**src/rtl/md_audio_pkg.sv**
```systemverilog
// Shared types and helpers for the N-channel stereo audio mixer.
// Holds the sequencer state encoding and the signed saturation helper.
package md_audio_pkg;

    typedef enum logic [1:0] {
        IDLE = 2'd0,
        SUM  = 2'd1,
        SAT  = 2'd2
    } state_t;

    localparam int DEF_GAIN_FRAC = 6;
    localparam int UNITY         = 1 << DEF_GAIN_FRAC;

    // Clamp a sign-extended value into a signed field of 'width' bits.
    function automatic logic signed [63:0] sat_s(input logic signed [63:0] value,
                                                 input int                 width);
        logic signed [63:0] v_max;
        logic signed [63:0] v_min;
        v_max = (64'sd1 <<< (width - 1)) - 64'sd1;
        v_min = -(64'sd1 <<< (width - 1));
        if (value > v_max)
            sat_s = v_max;
        else if (value < v_min)
            sat_s = v_min;
        else
            sat_s = value;
    endfunction

endpackage

```
**src/rtl/md_audio_mix_if.sv**
```systemverilog
// Sample, config, and output bundle between the audio sources and the mixer.
// master = source/controller side, slave = the mixer itself.
interface md_audio_mix_if #(
    parameter int N_CH   = 4,
    parameter int IN_W   = 10,
    parameter int GAIN_W = 8,
    parameter int OUT_W  = 16,
    parameter int CH_W   = (N_CH > 1) ? $clog2(N_CH) : 1
);
    logic [N_CH*IN_W-1:0]     ch_data;
    logic [N_CH-1:0]          ch_valid;
    logic [N_CH-1:0]          ch_unsigned;
    logic                     tick;
    logic                     cfg_we;
    logic [CH_W-1:0]          cfg_ch;
    logic [GAIN_W-1:0]        cfg_gain;
    logic [1:0]               cfg_pan;
    logic                     cfg_ready;
    logic                     flag_clr;
    logic signed [OUT_W-1:0]  out_l;
    logic signed [OUT_W-1:0]  out_r;
    logic                     out_valid;
    logic                     busy;
    logic                     clip;
    logic                     overrun;

    modport master (
        output ch_data, ch_valid, ch_unsigned, tick,
        output cfg_we, cfg_ch, cfg_gain, cfg_pan, flag_clr,
        input  cfg_ready, out_l, out_r, out_valid, busy, clip, overrun
    );

    modport slave (
        input  ch_data, ch_valid, ch_unsigned, tick,
        input  cfg_we, cfg_ch, cfg_gain, cfg_pan, flag_clr,
        output cfg_ready, out_l, out_r, out_valid, busy, clip, overrun
    );
endinterface

```
**src/rtl/md_audio_mac.sv**
```systemverilog
// Shared multiply-accumulate for the mixer: signed sample x unsigned gain,
// added into the left and/or right accumulator according to the pan bits.
module md_audio_mac #(
    parameter int IN_W   = 10,
    parameter int GAIN_W = 8,
    parameter int ACC_W  = 27
) (
    input  logic                    clk,
    input  logic                    rst_n,
    input  logic                    i_clr,
    input  logic                    i_en,
    input  logic signed [IN_W-1:0]  i_sample,
    input  logic [GAIN_W-1:0]       i_gain,
    input  logic [1:0]              i_pan,
    output logic signed [ACC_W-1:0] o_acc_l,
    output logic signed [ACC_W-1:0] o_acc_r
);
    localparam int PROD_W = IN_W + GAIN_W + 1;

    logic signed [PROD_W-1:0] w_prod;
    logic signed [ACC_W-1:0]  w_prod_ext;
    logic signed [ACC_W-1:0]  r_acc_l;
    logic signed [ACC_W-1:0]  r_acc_r;

    // Zero-extend the gain so the product stays a signed x unsigned multiply.
    assign w_prod     = PROD_W'(i_sample) * PROD_W'($signed({1'b0, i_gain}));
    assign w_prod_ext = ACC_W'(w_prod);

    always_ff @(posedge clk or negedge rst_n) begin
        if (!rst_n) begin
            r_acc_l <= '0;
            r_acc_r <= '0;
        end else if (i_clr) begin
            r_acc_l <= '0;
            r_acc_r <= '0;
        end else if (i_en) begin
            if (i_pan[0])
                r_acc_l <= r_acc_l + w_prod_ext;
            if (i_pan[1])
                r_acc_r <= r_acc_r + w_prod_ext;
        end
    end

    assign o_acc_l = r_acc_l;
    assign o_acc_r = r_acc_r;
endmodule

```
**src/rtl/md_audio_mix.sv**
```systemverilog
// N-channel stereo mixer: holds latest samples, applies per-channel gain/pan
// over one shared MAC on each tick, saturates, and flags clip/overrun.
//   state | meaning
//   IDLE  | waiting for tick; config writes accepted
//   SUM   | one channel per cycle through the MAC
//   SAT   | scale, clamp, register outputs
module md_audio_mix
    import md_audio_pkg::*;
#(
    parameter int N_CH      = 4,
    parameter int IN_W      = 10,
    parameter int GAIN_W    = 8,
    parameter int GAIN_FRAC = 6,
    parameter int OUT_SHL   = 6,
    parameter int OUT_W     = 16
) (
    input  logic           MCLK,
    input  logic           reset_n,
    md_audio_mix_if.slave  bus
);
    localparam int CH_W  = (N_CH > 1) ? $clog2(N_CH) : 1;
    localparam int ACC_W = IN_W + GAIN_W + $clog2(N_CH) + OUT_SHL + 1;
    localparam logic [GAIN_W-1:0] L_UNITY = GAIN_W'(1 << GAIN_FRAC);
    localparam logic [IN_W-1:0]   L_OFS   = {1'b1, {(IN_W-1){1'b0}}};

    state_t                  r_state;
    logic [CH_W-1:0]         r_idx;
    logic signed [IN_W-1:0]  r_hold [N_CH];
    logic signed [IN_W-1:0]  r_snap [N_CH];
    logic [GAIN_W-1:0]       r_gain [N_CH];
    logic [1:0]              r_pan  [N_CH];
    logic signed [OUT_W-1:0] r_out_l;
    logic signed [OUT_W-1:0] r_out_r;
    logic                    r_valid;
    logic                    r_clip;
    logic                    r_overrun;

    logic signed [IN_W-1:0]  w_hold_nxt [N_CH];
    logic                    w_idle;
    logic                    w_start;
    logic                    w_cfg_wr;
    logic signed [ACC_W-1:0] w_acc_l;
    logic signed [ACC_W-1:0] w_acc_r;
    logic signed [ACC_W-1:0] w_v_l;
    logic signed [ACC_W-1:0] w_v_r;
    logic signed [OUT_W-1:0] w_sat_l;
    logic signed [OUT_W-1:0] w_sat_r;
    logic                    w_clip_set;
    logic                    w_ovr_set;

    // Offset-binary sources become two's complement by flipping the MSB.
    always_comb begin
        for (int k = 0; k < N_CH; k++) begin
            w_hold_nxt[k] = r_hold[k];
            if (bus.ch_valid[k]) begin
                if (bus.ch_unsigned[k])
                    w_hold_nxt[k] = $signed(bus.ch_data[k*IN_W +: IN_W] ^ L_OFS);
                else
                    w_hold_nxt[k] = $signed(bus.ch_data[k*IN_W +: IN_W]);
            end
        end
    end

    assign w_idle    = (r_state == IDLE);
    assign w_start   = w_idle & bus.tick;
    assign w_ovr_set = bus.tick & ~w_idle;
    assign w_cfg_wr  = bus.cfg_we & w_idle & ({1'b0, bus.cfg_ch} < (CH_W+1)'(N_CH));

    always_ff @(posedge MCLK or negedge reset_n) begin
        if (!reset_n) begin
            for (int k = 0; k < N_CH; k++)
                r_hold[k] <= '0;
        end else begin
            for (int k = 0; k < N_CH; k++)
                r_hold[k] <= w_hold_nxt[k];
        end
    end

    always_ff @(posedge MCLK or negedge reset_n) begin
        if (!reset_n) begin
            for (int k = 0; k < N_CH; k++) begin
                r_gain[k] <= L_UNITY;
                r_pan[k]  <= 2'b11;
            end
        end else if (w_cfg_wr) begin
            r_gain[bus.cfg_ch] <= bus.cfg_gain;
            r_pan[bus.cfg_ch]  <= bus.cfg_pan;
        end
    end

    md_audio_mac #(
        .IN_W   (IN_W),
        .GAIN_W (GAIN_W),
        .ACC_W  (ACC_W)
    ) u_mac (
        .clk      (MCLK),
        .rst_n    (reset_n),
        .i_clr    (w_start),
        .i_en     (r_state == SUM),
        .i_sample (r_snap[r_idx]),
        .i_gain   (r_gain[r_idx]),
        .i_pan    (r_pan[r_idx]),
        .o_acc_l  (w_acc_l),
        .o_acc_r  (w_acc_r)
    );

    // Accumulator carries OUT_SHL bits of headroom, so the left shift cannot wrap.
    assign w_v_l      = (w_acc_l <<< OUT_SHL) >>> GAIN_FRAC;
    assign w_v_r      = (w_acc_r <<< OUT_SHL) >>> GAIN_FRAC;
    assign w_sat_l    = OUT_W'(sat_s(64'(w_v_l), OUT_W));
    assign w_sat_r    = OUT_W'(sat_s(64'(w_v_r), OUT_W));
    assign w_clip_set = (r_state == SAT) &
                        ((64'(w_sat_l) != 64'(w_v_l)) | (64'(w_sat_r) != 64'(w_v_r)));

    always_ff @(posedge MCLK or negedge reset_n) begin
        if (!reset_n) begin
            r_state   <= IDLE;
            r_idx     <= '0;
            r_out_l   <= '0;
            r_out_r   <= '0;
            r_valid   <= 1'b0;
            r_clip    <= 1'b0;
            r_overrun <= 1'b0;
            for (int k = 0; k < N_CH; k++)
                r_snap[k] <= '0;
        end else begin
            r_valid <= 1'b0;
            case (r_state)
                IDLE: begin
                    if (bus.tick) begin
                        for (int k = 0; k < N_CH; k++)
                            r_snap[k] <= w_hold_nxt[k];
                        r_idx   <= '0;
                        r_state <= SUM;
                    end
                end
                SUM: begin
                    if (r_idx == CH_W'(N_CH - 1))
                        r_state <= SAT;
                    else
                        r_idx <= r_idx + CH_W'(1);
                end
                SAT: begin
                    r_out_l <= w_sat_l;
                    r_out_r <= w_sat_r;
                    r_valid <= 1'b1;
                    r_state <= IDLE;
                end
                default: r_state <= IDLE;
            endcase

            if (w_clip_set)
                r_clip <= 1'b1;
            else if (bus.flag_clr)
                r_clip <= 1'b0;

            if (w_ovr_set)
                r_overrun <= 1'b1;
            else if (bus.flag_clr)
                r_overrun <= 1'b0;
        end
    end

    assign bus.out_l     = r_out_l;
    assign bus.out_r     = r_out_r;
    assign bus.out_valid = r_valid;
    assign bus.busy      = ~w_idle;
    assign bus.cfg_ready = w_idle;
    assign bus.clip      = r_clip;
    assign bus.overrun   = r_overrun;
endmodule
```
**src/flat_wrapper.sv**
```systemverilog
// flat-port wrapper written by rule: the top's interface ports become plain ports
module md_audio_mix_flat import md_audio_pkg::*;
#(
    parameter int N_CH      = 4,
    parameter int IN_W      = 10,
    parameter int GAIN_W    = 8,
    parameter int GAIN_FRAC = 6,
    parameter int OUT_SHL   = 6,
    parameter int OUT_W     = 16
)
  (MCLK, reset_n, bus_ch_data, bus_ch_valid, bus_ch_unsigned, bus_tick, bus_cfg_we, bus_cfg_ch, bus_cfg_gain, bus_cfg_pan, bus_flag_clr, bus_cfg_ready, bus_out_l, bus_out_r, bus_out_valid, bus_busy, bus_clip, bus_overrun);
  md_audio_mix_if #(.N_CH(N_CH), .IN_W(IN_W), .GAIN_W(GAIN_W), .OUT_W(OUT_W)) bus_i ();
  input  logic MCLK;
  input  logic reset_n;
  input wire logic [$bits(bus_i.ch_data)-1:0] bus_ch_data;
  input wire logic [$bits(bus_i.ch_valid)-1:0] bus_ch_valid;
  input wire logic [$bits(bus_i.ch_unsigned)-1:0] bus_ch_unsigned;
  input wire logic [$bits(bus_i.tick)-1:0] bus_tick;
  input wire logic [$bits(bus_i.cfg_we)-1:0] bus_cfg_we;
  input wire logic [$bits(bus_i.cfg_ch)-1:0] bus_cfg_ch;
  input wire logic [$bits(bus_i.cfg_gain)-1:0] bus_cfg_gain;
  input wire logic [$bits(bus_i.cfg_pan)-1:0] bus_cfg_pan;
  input wire logic [$bits(bus_i.flag_clr)-1:0] bus_flag_clr;
  output wire logic [$bits(bus_i.cfg_ready)-1:0] bus_cfg_ready;
  output wire logic [$bits(bus_i.out_l)-1:0] bus_out_l;
  output wire logic [$bits(bus_i.out_r)-1:0] bus_out_r;
  output wire logic [$bits(bus_i.out_valid)-1:0] bus_out_valid;
  output wire logic [$bits(bus_i.busy)-1:0] bus_busy;
  output wire logic [$bits(bus_i.clip)-1:0] bus_clip;
  output wire logic [$bits(bus_i.overrun)-1:0] bus_overrun;
  assign bus_i.ch_data = bus_ch_data;
  assign bus_i.ch_valid = bus_ch_valid;
  assign bus_i.ch_unsigned = bus_ch_unsigned;
  assign bus_i.tick = bus_tick;
  assign bus_i.cfg_we = bus_cfg_we;
  assign bus_i.cfg_ch = bus_cfg_ch;
  assign bus_i.cfg_gain = bus_cfg_gain;
  assign bus_i.cfg_pan = bus_cfg_pan;
  assign bus_i.flag_clr = bus_flag_clr;
  assign bus_cfg_ready = bus_i.cfg_ready;
  assign bus_out_l = bus_i.out_l;
  assign bus_out_r = bus_i.out_r;
  assign bus_out_valid = bus_i.out_valid;
  assign bus_busy = bus_i.busy;
  assign bus_clip = bus_i.clip;
  assign bus_overrun = bus_i.overrun;
  md_audio_mix #(.N_CH(N_CH), .IN_W(IN_W), .GAIN_W(GAIN_W), .GAIN_FRAC(GAIN_FRAC), .OUT_SHL(OUT_SHL), .OUT_W(OUT_W)) u_core (.MCLK(MCLK), .reset_n(reset_n), .bus(bus_i));
endmodule
```
**config.mk**
```make
export PLATFORM = sky130hd
export DESIGN_NAME = md_audio_mix_flat
export DESIGN_NICKNAME = d
export VERILOG_FILES = /design/src/rtl/md_audio_pkg.sv /design/src/rtl/md_audio_mix_if.sv /design/src/rtl/md_audio_mac.sv /design/src/rtl/md_audio_mix.sv /design/src/flat_wrapper.sv
export SDC_FILE = /design/constraint.sdc
export NUM_CORES = 1
export LEC_CHECK = 0
export CAP_MARGIN = 15
export CELL_PAD_IN_SITES_DETAIL_PLACEMENT = 1
export CELL_PAD_IN_SITES_GLOBAL_PLACEMENT = 1
export CORE_MARGIN = 2
export CORE_UTILIZATION = 35
export CTS_BUF_LIST = sky130_fd_sc_hd__clkbuf_4
export DETAILED_ROUTE_END_ITERATION = 10
export PLACE_DENSITY = 0.73
export SLEW_MARGIN = 20
export SYNTH_ARGS = -nofsm -noshare
export SYNTH_HDL_FRONTEND = slang
export SYNTH_SLANG_ARGS = --single-unit
export TNS_END_PERCENT = 10
```
**constraint.sdc**
```tcl
create_clock -name MCLK -period 9.26 [get_ports MCLK]
set_input_delay 1.852 -clock MCLK [delete_from_list [all_inputs] [get_ports MCLK]]
set_output_delay 1.852 -clock MCLK [all_outputs]
set_load 0.02 [all_outputs]
```
After elaboration in Yosys (flattened, before gate mapping)

Cells that the tools add are included.

Bits in registers: 213
Output and inout port bits: 37

Add/sub/neg operators: 3
Multiply operators: 1
$lt $le $gt $ge: 7
Equal/unequal tests: 8
Multiplexer cells: 43
Bitwise gates (word level): 12
Reduce and logical (&&, ||, !) cells: 13

Operators by type and width:

| operator             | number |
|---|---|
| $mux 27              | 6 |
| $mux 10              | 10 |
| $mux 16              | 4 |
| $add 27x19->27       | 2 |
| $gt 21x16->1 const B | 2 |
| $lt 21x16->1 const B | 2 |
| $ne 16x21->1         | 2 |
| $bwmux 32            | 1 |
| $mux 8               | 3 |
| $bmux 10 s2          | 1 |
| $mul 10x9->19        | 1 |
| $bmux 8 s2           | 1 |
| $demux 8 s2          | 1 |
| $mux 2               | 7 |
| $reduce_bool 2->1    | 6 |
| $bwmux 8             | 1 |
| $pmux 2 s2           | 2 |
| $reduce_and 2->1     | 4 |
| $ge 3x3->1 const B   | 2 |
| $not 2->3            | 2 |
| $not 1->1            | 5 |
| $and 1x1->1          | 4 |
| $bmux 2 s2           | 1 |
| $demux 2 s2          | 1 |
| other kinds (11)     | 16 |

Depth between registers and ports, before layout

Depth after elaboration: 9
Mapped depth: 29
Mapped depth without buffers: 27

Cells and area by module

Synthesis repeated with hierarchy kept, for this count alone.

Cells, all modules: 1,375
Area total of the unflattened synthesis: 14,258.7 um^2

Modules (own cells, without submodules):

| module       | instances | cells an instance | area each (um^2) | sequential area each (um^2) |
|---|---|---|---|---|
| md_audio_mac | 1         | 908               | 7,591.0          | 1,351.3 |
| md_audio_mix | 1         | 467               | 6,667.6          | 3,993.8 |

Worst setup path before layout

No wires, ideal clock.

Path kind: register to register
From: reg u_core.r_idx[0]
To: reg u_core.u_mac.r_acc_r[20] (netlist: u_core.u_mac.o_acc_r[20])
Setup time: 135 ps
Arrival time: 7,234 ps
Required time: 9,125 ps
Slack: 1,891 ps
Cell stages (with the launch flop): 28
Path buffers: 2
Clock period less this slack: 7,369 ps
Path through: dfrtp_1 clkbuf_1 buf_2 mux4_2 and2_1 fa_1 inv_1 fa_1 inv_1 fa_1 inv_1 fa_1 inv_1 ha_1 and4_1 and2_0 a211o_1 or3_4 and2_1 inv_1 ha_1 a21oi_1 o21ai_0 a211oi_1 o311ai_0 and3b_1 a221oi_1 o31ai_1

Word-level cells in the longest chain between the ends: 9
Elaborated cells on any way between the ends: 17

RTL lines:

| item                                                                  | RTL line                                                      | RTL |
|---|---|---|
| start, declared                                                       | md_audio_mix.sv:27                                            | `logic [CH_W-1:0] r_idx;` |
| start signal, assigned                                                | md_audio_mix.sv:141                                           | `r_idx <= r_idx + CH_W'(1);` |
| $not 2->3 (not written as such) (*)                                   | md_audio_mix.sv:100, md_audio_mix.sv:101, md_audio_mix.sv:102 |  |
| $bmux 10 s2 or $bmux 8 s2 (tied branches)                             | md_audio_mix.sv:100, md_audio_mix.sv:101                      |  |
| $mux 10 (not written as such) or $mux 8 (tied branches) (2 in series) | md_audio_mix.sv:100, md_audio_mix.sv:101                      |  |
| $mul 10x9->19                                                         | md_audio_mac.sv:26                                            | `assign w_prod = PROD_W'(i_sample) * PROD_W'($signed({1'b0, i_gain}));` |
| $add 27x19->27                                                        | md_audio_mac.sv:40                                            | `r_acc_r <= r_acc_r + w_prod_ext;` |
| $mux 27                                                               | md_audio_mac.sv:39                                            | `if (i_pan[1])` |
| $mux 27                                                               | md_audio_mac.sv:36                                            | `end else if (i_en) begin` |
| $mux 27                                                               | md_audio_mac.sv:33                                            | `end else if (i_clr) begin` |
| end signal, assigned                                                  | md_audio_mac.sv:40                                            |  |
| end, declared                                                         | md_audio_mac.sv:23                                            | `logic signed [ACC_W-1:0] r_acc_r;` |

Mark *: on every way between the ends. The rest lies on a longest branch, timed or not. The select of a mux whose other input is x is not followed.
A chain may end at the register's enable or synchronous reset.

Worst setup path after layout

Same ends and word-level chain as after synthesis.

==> results.sh <==
export IMPL_fmax_mhz=124
export IMPL_post_route_drc_count=0
export IMPL_dr_pass1_iters=4
export IMPL_criticalPathCategory="reg2reg"
export IMPL_tritoncts="done"
export IMPL_cap_violations=0
export IMPL_avgSynthCellArea_um2=10.5
export IMPL_wl_per_cell_um=17.6
export IMPL_netlist_instances=1265
export IMPL_drv_slew=0
export IMPL_cts_hold_fix_buffers=0
export IMPL_hp_class="reg2reg"
export IMPL_io_pins=102
export IMPL_drt_iter0_drc=309
export IMPL_synthFlopType="dfrtp_1"
export IMPL_ant_nets=0
export IMPL_ys_ff_latch=201
export IMPL_status="finished, final reports clean"
export IMPL_port_buffers=101
export IMPL_cts_resized=0
export IMPL_grt_pass1_vias=10790
export IMPL_crit_fanout=10
export IMPL_wl_um=34100
export IMPL_core_area_um2=37600
export IMPL_synth_distinct_cells=63
export IMPL_grt_pass1_wl_um=57000
export IMPL_fin_skew_ps=70.4
export IMPL_path_common_cell="inv_1"
export IMPL_area_growth_pct=17.3
export IMPL_setup_worst_path_start_class="flop"
export IMPL_synthArstFlopShare=1.00
export IMPL_ys_warn_count=0
export IMPL_die_w_um=199
export IMPL_rsz0062_at_grt="no"
export IMPL_register_area_um2=5040
export IMPL_finalCritPeriodShare=0.874
export IMPL_drive_above_1_share=0.179
export IMPL_end_kind="flop"
export IMPL_clk_path_buf_depth=3
export IMPL_period_needed_ps=8090
export IMPL_syn_area_um2=13300
export IMPL_synth_edf_count=0
export IMPL_place_gp_congestion=0.854
export IMPL_arrival_ps=8640
export IMPL_htreeDepth=2
export IMPL_clockRootBuffer="clkbuf_4"
export IMPL_nFillCells=4238
export IMPL_antenna_found_initial=1
export IMPL_hold_viol=0
export IMPL_clock_latency_ps=740
export IMPL_grt_total_usage=0.182
export IMPL_clock_sinks=201
export IMPL_grt_overflow=0
export IMPL_max_stage_delay_ps=650
export IMPL_die_y_um=199
export IMPL_path_buf_inv=7
export IMPL_cp_required_ps=9800
export IMPL_vias=9846
export IMPL_via_per_inst=5.07
export IMPL_multi_input_area_um2=7640
export IMPL_place_detailed_hpwl_um=26400
export IMPL_critPathSlowestCell="mux4_2"
export IMPL_worstMarginPinSlew_ps=967
export IMPL_setup_viol=0
export IMPL_clk_pin_slew_worst_paths_ps=60
export IMPL_yosysSeqAreaShare=0.379
export IMPL_die_area_um2=39600
export IMPL_slew_headroom=0.352
export IMPL_start_util=0.354
export IMPL_path_delay_family="adder cells"
export IMPL_nets=1611
export IMPL_finalSetupTns_ps=0
export IMPL_grt_max_degree=74
export IMPL_syn_nets=1479
export IMPL_row_count=71
export IMPL_cts_setup_buffers=0
export IMPL_cts_inserted_buffers=55
flip-flops by register name (all words and copies together), names as in the netlist:
register	count
u_core.r_hold	40
u_core.u_mac.o_acc_l	21
u_core.r_snap	40
u_core.bus.out_r	16
u_core.r_gain	32
u_core.u_mac.o_acc_r	21
u_core.bus.overrun	1
u_core.bus.out_valid	1
u_core.bus.out_l	16
u_core.r_state	2
u_core.bus.clip	1
u_core.r_pan	8
u_core.r_idx	2
worst reg2reg max path: stages, from the launching register on:
cell      delay, ps
dfrtp_1         620
buf_4           290
mux4_2          650
nand2_1         170
inv_1           100
fa_1            580
inv_1           120
fa_1            560
inv_1            60
fa_1            530
inv_1            60
fa_1            530
inv_1            40
ha_1            350
and4_1          250
and2_0          150
a211o_1         300
o21ai_0         370
and2_1          270
inv_1           130
ha_1            380
a21oi_1         170
o21ai_0         140
a211oi_1        230
o311ai_0        280
and3b_1         260
a221oi_1        250
o31ai_1         110
area by class of cell:
| type | instances | share of cell area |
|---|---|---|
| antenna | 1 | 0.000160 |
| clock buffer | 81 | 0.0390 |
| clock inverter | 10 | 0.00457 |
| timing repair buffer | 115 | 0.0718 |
| inverter | 126 | 0.0303 |
| tap | 511 | 0.0410 |
| multi-input combinational | 898 | 0.490 |
| sequential | 201 | 0.323 |
cell usage in the layout, fill, tap and decap left out, drive strengths merged, types with 25 or more instances in the layout:
master,n
xnor2,25
and2,53
inv,127
fa,68
clkbuf,82
nand3,46
o21ai,80
dfrtp,189
mux2,113
clkdlybuf4s50,100
ha,81
nand2,115
nor2,44
a21oi,79
per-layer routing:
metal	vias to the layer above	share of wire	track usage
met5	-	0	0
met4	0	0.023	0.0583
met3	51	0.042	0.0319
met2	189	0.48	0.304
met1	4914	0.46	0.238
li1	4692	-	-
per-stage QoR:
stage	instances	worst slack (ps)	hold WS (ps)	utilization	instance area, um2
4_1_cts	1942	1110	482	0.415	15600
2_1_floorplan	1265	1890	441	-	13300
3_5_place_dp	1851	1150	469	0.397	14900
3_3_place_gp	1851	1530	461	0.397	14900
5_1_grt	1943	453	500	0.415	15600
6_report	1943	1170	475	0.415	15600
Yosys cell counts (6+ instances only):
cell type	instances	share of area
clkbuf_1	33	0.0093
nand4_1	11	0.0052
fa_1	68	0.10
nand2_1	115	0.032
mux4_2	20	0.034
xnor2_1	25	0.016
inv_1	126	0.036
dfstp_2	12	0.024
a211o_1	7	0.0046
xor2_1	24	0.016
a21o_1	21	0.012
nor2_1	44	0.012
a211oi_1	7	0.0040
nand2b_1	6	0.0028
o21ai_0	78	0.029
dfrtp_1	189	0.36
nor3_1	8	0.0030
mux2_2	113	0.096
o31ai_1	7	0.0040
and2_1	52	0.024
ha_1	81	0.076
or4_1	6	0.0034
a21oi_1	78	0.029
o21a_1	6	0.0034
nand3_1	46	0.017
cells by family after synthesis:
kind of cell | synth area share
and+or+nand+nor | 0.120
AOI/OAI and AO/OA | 0.113
DFF | 0.379
buffers and inverters | 0.0471
adders and majority gates | 0.179
muxes | 0.130
xor gates and xnor gates | 0.0323
path summary, 6_finish.rpt:
kind                                      startpoint                        to  slack [ps]  depth (start not counted)
worst min register to register  u_core.bus.out_r[14]      u_core.bus.out_r[14]         470                          2
worst min-delay path            u_core.bus.out_r[14]      u_core.bus.out_r[14]         470                          2
worst max-delay path                 u_core.r_idx[0]  u_core.u_mac.o_acc_r[20]        1170                         27
min in group asynchronous                    reset_n         u_core.r_gain[15]        1110                          1
max in group asynchronous                    reset_n      u_core.bus.out_valid        6790                          2
worst max register to register       u_core.r_idx[0]  u_core.u_mac.o_acc_r[20]        1170                         27
Power is not shown: default switching activity piles up to over one toggle a cycle in this logic, so the estimate is an artifact.
